$ cat src/rtl/mem_arbiter.sv
// Round-robin arbiter that serialises instruction (a) and data (b) port requests onto one pmem interface.
// Each transaction's controls are latched at grant; read data is registered before the response pulse.
module mem_arbiter #(
  parameter int ADDR_WIDTH = 16,
  parameter int DATA_WIDTH = 16
) (
  input  logic                    clk,
  input  logic                    rst,
  input  logic                    mem_read_a,
  input  logic                    mem_write_a,
  input  logic [DATA_WIDTH/8-1:0] mem_wmask_a,
  input  logic [ADDR_WIDTH-1:0]   mem_address_a,
  input  logic [DATA_WIDTH-1:0]   mem_wdata_a,
  output logic                    mem_resp_a,
  output logic [DATA_WIDTH-1:0]   mem_rdata_a,
  input  logic                    mem_read_b,
  input  logic                    mem_write_b,
  input  logic [DATA_WIDTH/8-1:0] mem_wmask_b,
  input  logic [ADDR_WIDTH-1:0]   mem_address_b,
  input  logic [DATA_WIDTH-1:0]   mem_wdata_b,
  output logic                    mem_resp_b,
  output logic [DATA_WIDTH-1:0]   mem_rdata_b,
  output logic                    pmem_read,
  output logic                    pmem_write,
  output logic [DATA_WIDTH/8-1:0] pmem_wmask,
  output logic [ADDR_WIDTH-1:0]   pmem_address,
  output logic [DATA_WIDTH-1:0]   pmem_wdata,
  input  logic                    pmem_resp,
  input  logic [DATA_WIDTH-1:0]   pmem_rdata
);

  localparam int MASK_WIDTH = DATA_WIDTH / 8;

  localparam logic [2:0] IDLE   = 3'd0;
  localparam logic [2:0] BUSY_A = 3'd1;
  localparam logic [2:0] BUSY_B = 3'd2;
  localparam logic [2:0] DONE_A = 3'd3;
  localparam logic [2:0] DONE_B = 3'd4;

  logic [2:0]            state_r;
  logic [2:0]            state_next_s;
  logic                  last_grant_r;  // 1'b0 = port a, 1'b1 = port b
  logic                  req_a_s;
  logic                  req_b_s;
  logic                  grant_a_s;
  logic                  grant_b_s;
  logic                  busy_s;
  logic                  op_write_r;
  logic [ADDR_WIDTH-1:0] addr_r;
  logic [MASK_WIDTH-1:0] wmask_r;
  logic [DATA_WIDTH-1:0] wdata_r;
  logic [DATA_WIDTH-1:0] rdata_a_r;
  logic [DATA_WIDTH-1:0] rdata_b_r;

  assign req_a_s = mem_read_a | mem_write_a;
  assign req_b_s = mem_read_b | mem_write_b;

  // Next-state and grant decode; on contention the port not granted last wins
  always_comb begin
    state_next_s = state_r;
    grant_a_s    = 1'b0;
    grant_b_s    = 1'b0;
    case (state_r)
      IDLE: begin
        grant_a_s = req_a_s & (~req_b_s | last_grant_r);
        grant_b_s = req_b_s & (~req_a_s | ~last_grant_r);
        if (grant_a_s) begin
          state_next_s = BUSY_A;
        end else if (grant_b_s) begin
          state_next_s = BUSY_B;
        end else begin
          state_next_s = IDLE;
        end
      end
      BUSY_A: begin
        if (pmem_resp) begin
          state_next_s = DONE_A;
        end else begin
          state_next_s = BUSY_A;
        end
      end
      BUSY_B: begin
        if (pmem_resp) begin
          state_next_s = DONE_B;
        end else begin
          state_next_s = BUSY_B;
        end
      end
      DONE_A:  state_next_s = IDLE;
      DONE_B:  state_next_s = IDLE;
      default: state_next_s = IDLE;
    endcase
  end

  // State and round-robin history
  always_ff @(posedge clk or posedge rst) begin
    if (rst) begin
      state_r      <= IDLE;
      last_grant_r <= 1'b0;
    end else begin
      state_r <= state_next_s;
      if (grant_a_s) begin
        last_grant_r <= 1'b0;
      end else if (grant_b_s) begin
        last_grant_r <= 1'b1;
      end
    end
  end

  // Transaction latch at grant; a write strobe takes priority over a read strobe
  always_ff @(posedge clk or posedge rst) begin
    if (rst) begin
      op_write_r <= 1'b0;
      addr_r     <= {ADDR_WIDTH{1'b0}};
      wmask_r    <= {MASK_WIDTH{1'b0}};
      wdata_r    <= {DATA_WIDTH{1'b0}};
    end else if (grant_a_s) begin
      op_write_r <= mem_write_a;
      addr_r     <= mem_address_a;
      wmask_r    <= mem_wmask_a;
      wdata_r    <= mem_wdata_a;
    end else if (grant_b_s) begin
      op_write_r <= mem_write_b;
      addr_r     <= mem_address_b;
      wmask_r    <= mem_wmask_b;
      wdata_r    <= mem_wdata_b;
    end
  end

  // Read data capture; held until the same port's next read completes
  always_ff @(posedge clk or posedge rst) begin
    if (rst) begin
      rdata_a_r <= {DATA_WIDTH{1'b0}};
      rdata_b_r <= {DATA_WIDTH{1'b0}};
    end else begin
      if (state_r == BUSY_A && pmem_resp && !op_write_r) begin
        rdata_a_r <= pmem_rdata;
      end
      if (state_r == BUSY_B && pmem_resp && !op_write_r) begin
        rdata_b_r <= pmem_rdata;
      end
    end
  end

  assign busy_s       = (state_r == BUSY_A) || (state_r == BUSY_B);
  assign pmem_read    = busy_s & ~op_write_r;
  assign pmem_write   = busy_s & op_write_r;
  assign pmem_address = busy_s ? addr_r  : {ADDR_WIDTH{1'b0}};
  assign pmem_wmask   = busy_s ? wmask_r : {MASK_WIDTH{1'b0}};
  assign pmem_wdata   = busy_s ? wdata_r : {DATA_WIDTH{1'b0}};
  assign mem_resp_a   = (state_r == DONE_A);
  assign mem_resp_b   = (state_r == DONE_B);
  assign mem_rdata_a  = rdata_a_r;
  assign mem_rdata_b  = rdata_b_r;

endmodule

$ cat config.mk
export PLATFORM = sky130hd
export DESIGN_NAME = mem_arbiter
export DESIGN_NICKNAME = d
export VERILOG_FILES = /design/src/rtl/mem_arbiter.sv
export SDC_FILE = /design/constraint.sdc
export NUM_CORES = 1
export LEC_CHECK = 0
export ABC_AREA = 1
export BUFFER_PORTS_ARGS = -buffer_cell sky130_fd_sc_hd__buf_2
export CELL_PAD_IN_SITES_DETAIL_PLACEMENT = 1
export CELL_PAD_IN_SITES_GLOBAL_PLACEMENT = 1
export CORE_AREA = 4 4 111 113
export CTS_BUF_LIST = sky130_fd_sc_hd__clkbuf_4
export CTS_CLUSTER_DIAMETER = 50
export DETAILED_ROUTE_END_ITERATION = 16
export DIE_AREA = 0 0 115 117
export HOLD_SLACK_MARGIN = 0.03
export PLACE_DENSITY_LB_ADDON = 0.1
export SKIP_LAST_GASP = 1
export SYNTH_ARGS = -nofsm -noshare
export SYNTH_HDL_FRONTEND = slang
export SYNTH_SLANG_ARGS = --single-unit
$ cat constraint.sdc
create_clock -name clk -period 2.8 [get_ports clk]
set_input_delay 0.42 -clock clk [delete_from_list [all_inputs] [get_ports clk]]
set_output_delay 0.42 -clock clk [all_outputs]
set_load 0.01 [all_outputs]
==> results.toml <==
[cts]
clk_latency_ns = 0.43
cts_buffer_depth = 2
cts_tree = "done"
cts-resized-gates = 0
postCtsSetupRepairBufs = 0
cts-buffers-inserted = 9
cts_root_buf = "clkbuf_4"
h-tree-depth = 3
path_clk_slew_ns = 0.13
ctsHoldBuffers = 0
cts.sinks = 71

[grt]
grt_pass1_wl_um = 19800
grt_use_total = 0.185
grt_pass1_vias = 4046
grt_max_degree = 73
overflow = 0
antenna_found_initial = 2

[die]
initial_core_util = 0.347
fp.dieH_um = 117
rows = 39
dieArea_um2 = 13500
top_level_ports = 161
core_um2 = 11300
die_w_um = 115

[logic_synthesis]
syn_area_um2 = 3930
synth_top_area_frac = 0.453
ys_types = 22
synth_top_cell_by_area = "dfrtp_1"
synthCells = 533
synth-async-reset-ratio = 1.00
synthesis.nets = 624
synth_commonest_cells = "inv_1, nand2_1, nand3_1"
ys.warnings.count = 0
yosys_most_used_dff = "dfrtp_1"
synth.top_cells.by_area = "dfrtp_1, inv_1, nand2_1, nand3_1, nand4_1"
yosysSeqAreaShare = 0.453
post-synth-top-count-cell = "inv_1"
avgSynthCellArea_um2 = 7.36
synth_edf_count = 0
ys_seq_elements = 71

[pwr]
seq_power_share = 0.330
combPwrFrac = 0.523
p_per_area_nw_per_um2 = 1090
clkPwrFrac = 0.146
switching_share = 0.467
fin_total_pwr_w = 0.00538
leakagePower_nw = 3.07
switching_power_w = 0.00251
p_int_w = 0.00287
ir_drop_mv = 0.515

[place]
dp_hpwl_um = 8530
portBuffers = 160
place_area_um2 = 4770
gp_congestion = 0.731

[final_layout]
area_growth_pct = 25.9
drive_above_1_share = 0.315
final_cell_area_um2 = 4940
final_nets = 769
final_core_util = 0.436

[timing]
fin_crit_ns = 2.52
final-hold-violation-count = 0
setup_tns_ns = 0
report.final.slew_viol_count = 0
fin_skew_ns = 0.0124
rsz0062_at_grt = "false"
setup_viol = 0
fmax_mhz = 396
relSlewSlack = 0.496
min_period_over_period = 0.902
tightest_slew_ns = 0.756

[critical_path]
worstSetupPathType = "reg -> out"
end_kind = "primary output"
crit_path_start_kind = "flip-flop"
crit_fanout = 36
required_ns = 2.38
cp.arrival_ns = 2.10

[drt]
antenna_left = 0
routedWlPerCell_um = 14.2
post-route-drc-count = 0
wirelength_um = 11800
firstDrtPassIters = 4
initialDrtViolationCount = 174
num_vias = 3867
vias_per_cell = 4.68

[flow_run]
cap_violations = 0

[min_path]
hold_path.class = "in -> async"

[run_status]
status = "finished clean"
[flip-flops by register name (all words and copies together) (netlist names)]
signal	flops
mem_rdata_a	16
wmask_r	2
state_r	3
addr_r	16
wdata_r	16
mem_rdata_b	16
last_grant_r	1
op_write_r	1
[final cells by class]
| class | instances | area (µm²) |
|---|---|---|
| antenna | 1 | 2.50 |
| clock buffer | 9 | 67.6 |
| clock inverter | 7 | 103 |
| fill | 1528 | 6380 |
| inverter | 131 | 492 |
| multi-input combinational | 298 | 1460 |
| sequential | 71 | 1780 |
| tap | 143 | 179 |
| timing repair buffer | 167 | 866 |
[per-stage QoR]
step                      hold slack (ns)  instances  setup slack, ns
after global routing                0.155        827           0.0411
after global placement              0.459        810            0.770
final                               0.112        827            0.275
after CTS                           0.114        826            0.205
after floorplan                     0.478        533            0.583
after detailed placement            0.467        810            0.703
[logic make-up after synthesis]
group                  Yosys count  synth area share
AO/OA/AOI/OAI                   33            0.0580
flip-flops                      71             0.453
AND/OR/NAND/NOR                265             0.313
buffers and inverters          164             0.177
[cell usage in the layout (no fill, tap or decap)]
master / synthesis / layout
diode_2: 0 / 1
bufinv_16: 0 / 2
nand3_2: 1 / 1
or2_1: 1 / 1
clkinv_4: 0 / 1
clkbuf_4: 0 / 9
dfrtp_1: 71 / 71
nor2_2: 1 / 1
inv_2: 6 / 7
nand4_1: 35 / 35
nor2_1: 37 / 37
nor3_1: 1 / 1
nand3_1: 72 / 72
buf_12: 0 / 1
buf_2: 14 / 160
buf_4: 4 / 6
inv_1: 125 / 124
nor2_8: 1 / 1
o211ai_1: 1 / 1
nand3_4: 1 / 1
o21ai_1: 16 / 16
nand2_2: 5 / 5
o21ai_2: 16 / 16
clkinvlp_4: 0 / 1
nand2_1: 110 / 110
inv_6: 0 / 3
[metal layers]
| metal | global-route usage | share of wire |
|---|---|---|
| met5 | 0 | 0.0011 |
| met3 | 0.0267 | 0.051 |
| met2 | 0.309 | 0.47 |
| met4 | 0.0603 | 0.014 |
| met1 | 0.247 | 0.46 |
[path summary, 6_finish.rpt]
path	depth (start not counted)	to	from	slack [ns]
hold / removal	2	state_r[2]	rst	0.11
min in group clk	2	state_r[1]	pmem_resp	0.23
setup / recovery	6	pmem_wmask[0]	state_r[2]	0.28
max in group asynchronous	3	mem_rdata_b[13]	rst	2.01
setup reg to reg	7	addr_r[11]	state_r[0]	0.85
hold reg to reg	2	mem_rdata_a[1]	mem_rdata_a[1]	0.49
[worst max-delay path: stages (launching register included)]
cell     delay (ns)
dfrtp_1        0.49
inv_2          0.09
nand3_1        0.15
nand2_1        0.08
inv_2          0.48
nor2_1         0.18
buf_2          0.19
[power by group through the flow]
stage	sequential [W]	combinational (W)	clock, W
2_1_floorplan	0.00185	0.00190	0
3_3_place_gp	0.00179	0.00278	0
3_5_place_dp	0.00181	0.00288	0
4_1_cts	0.00178	0.00289	0.000818
5_1_grt	0.00185	0.00325	0.000857
6_report	0.00178	0.00282	0.000789
Power figures use the tool's default switching activity.
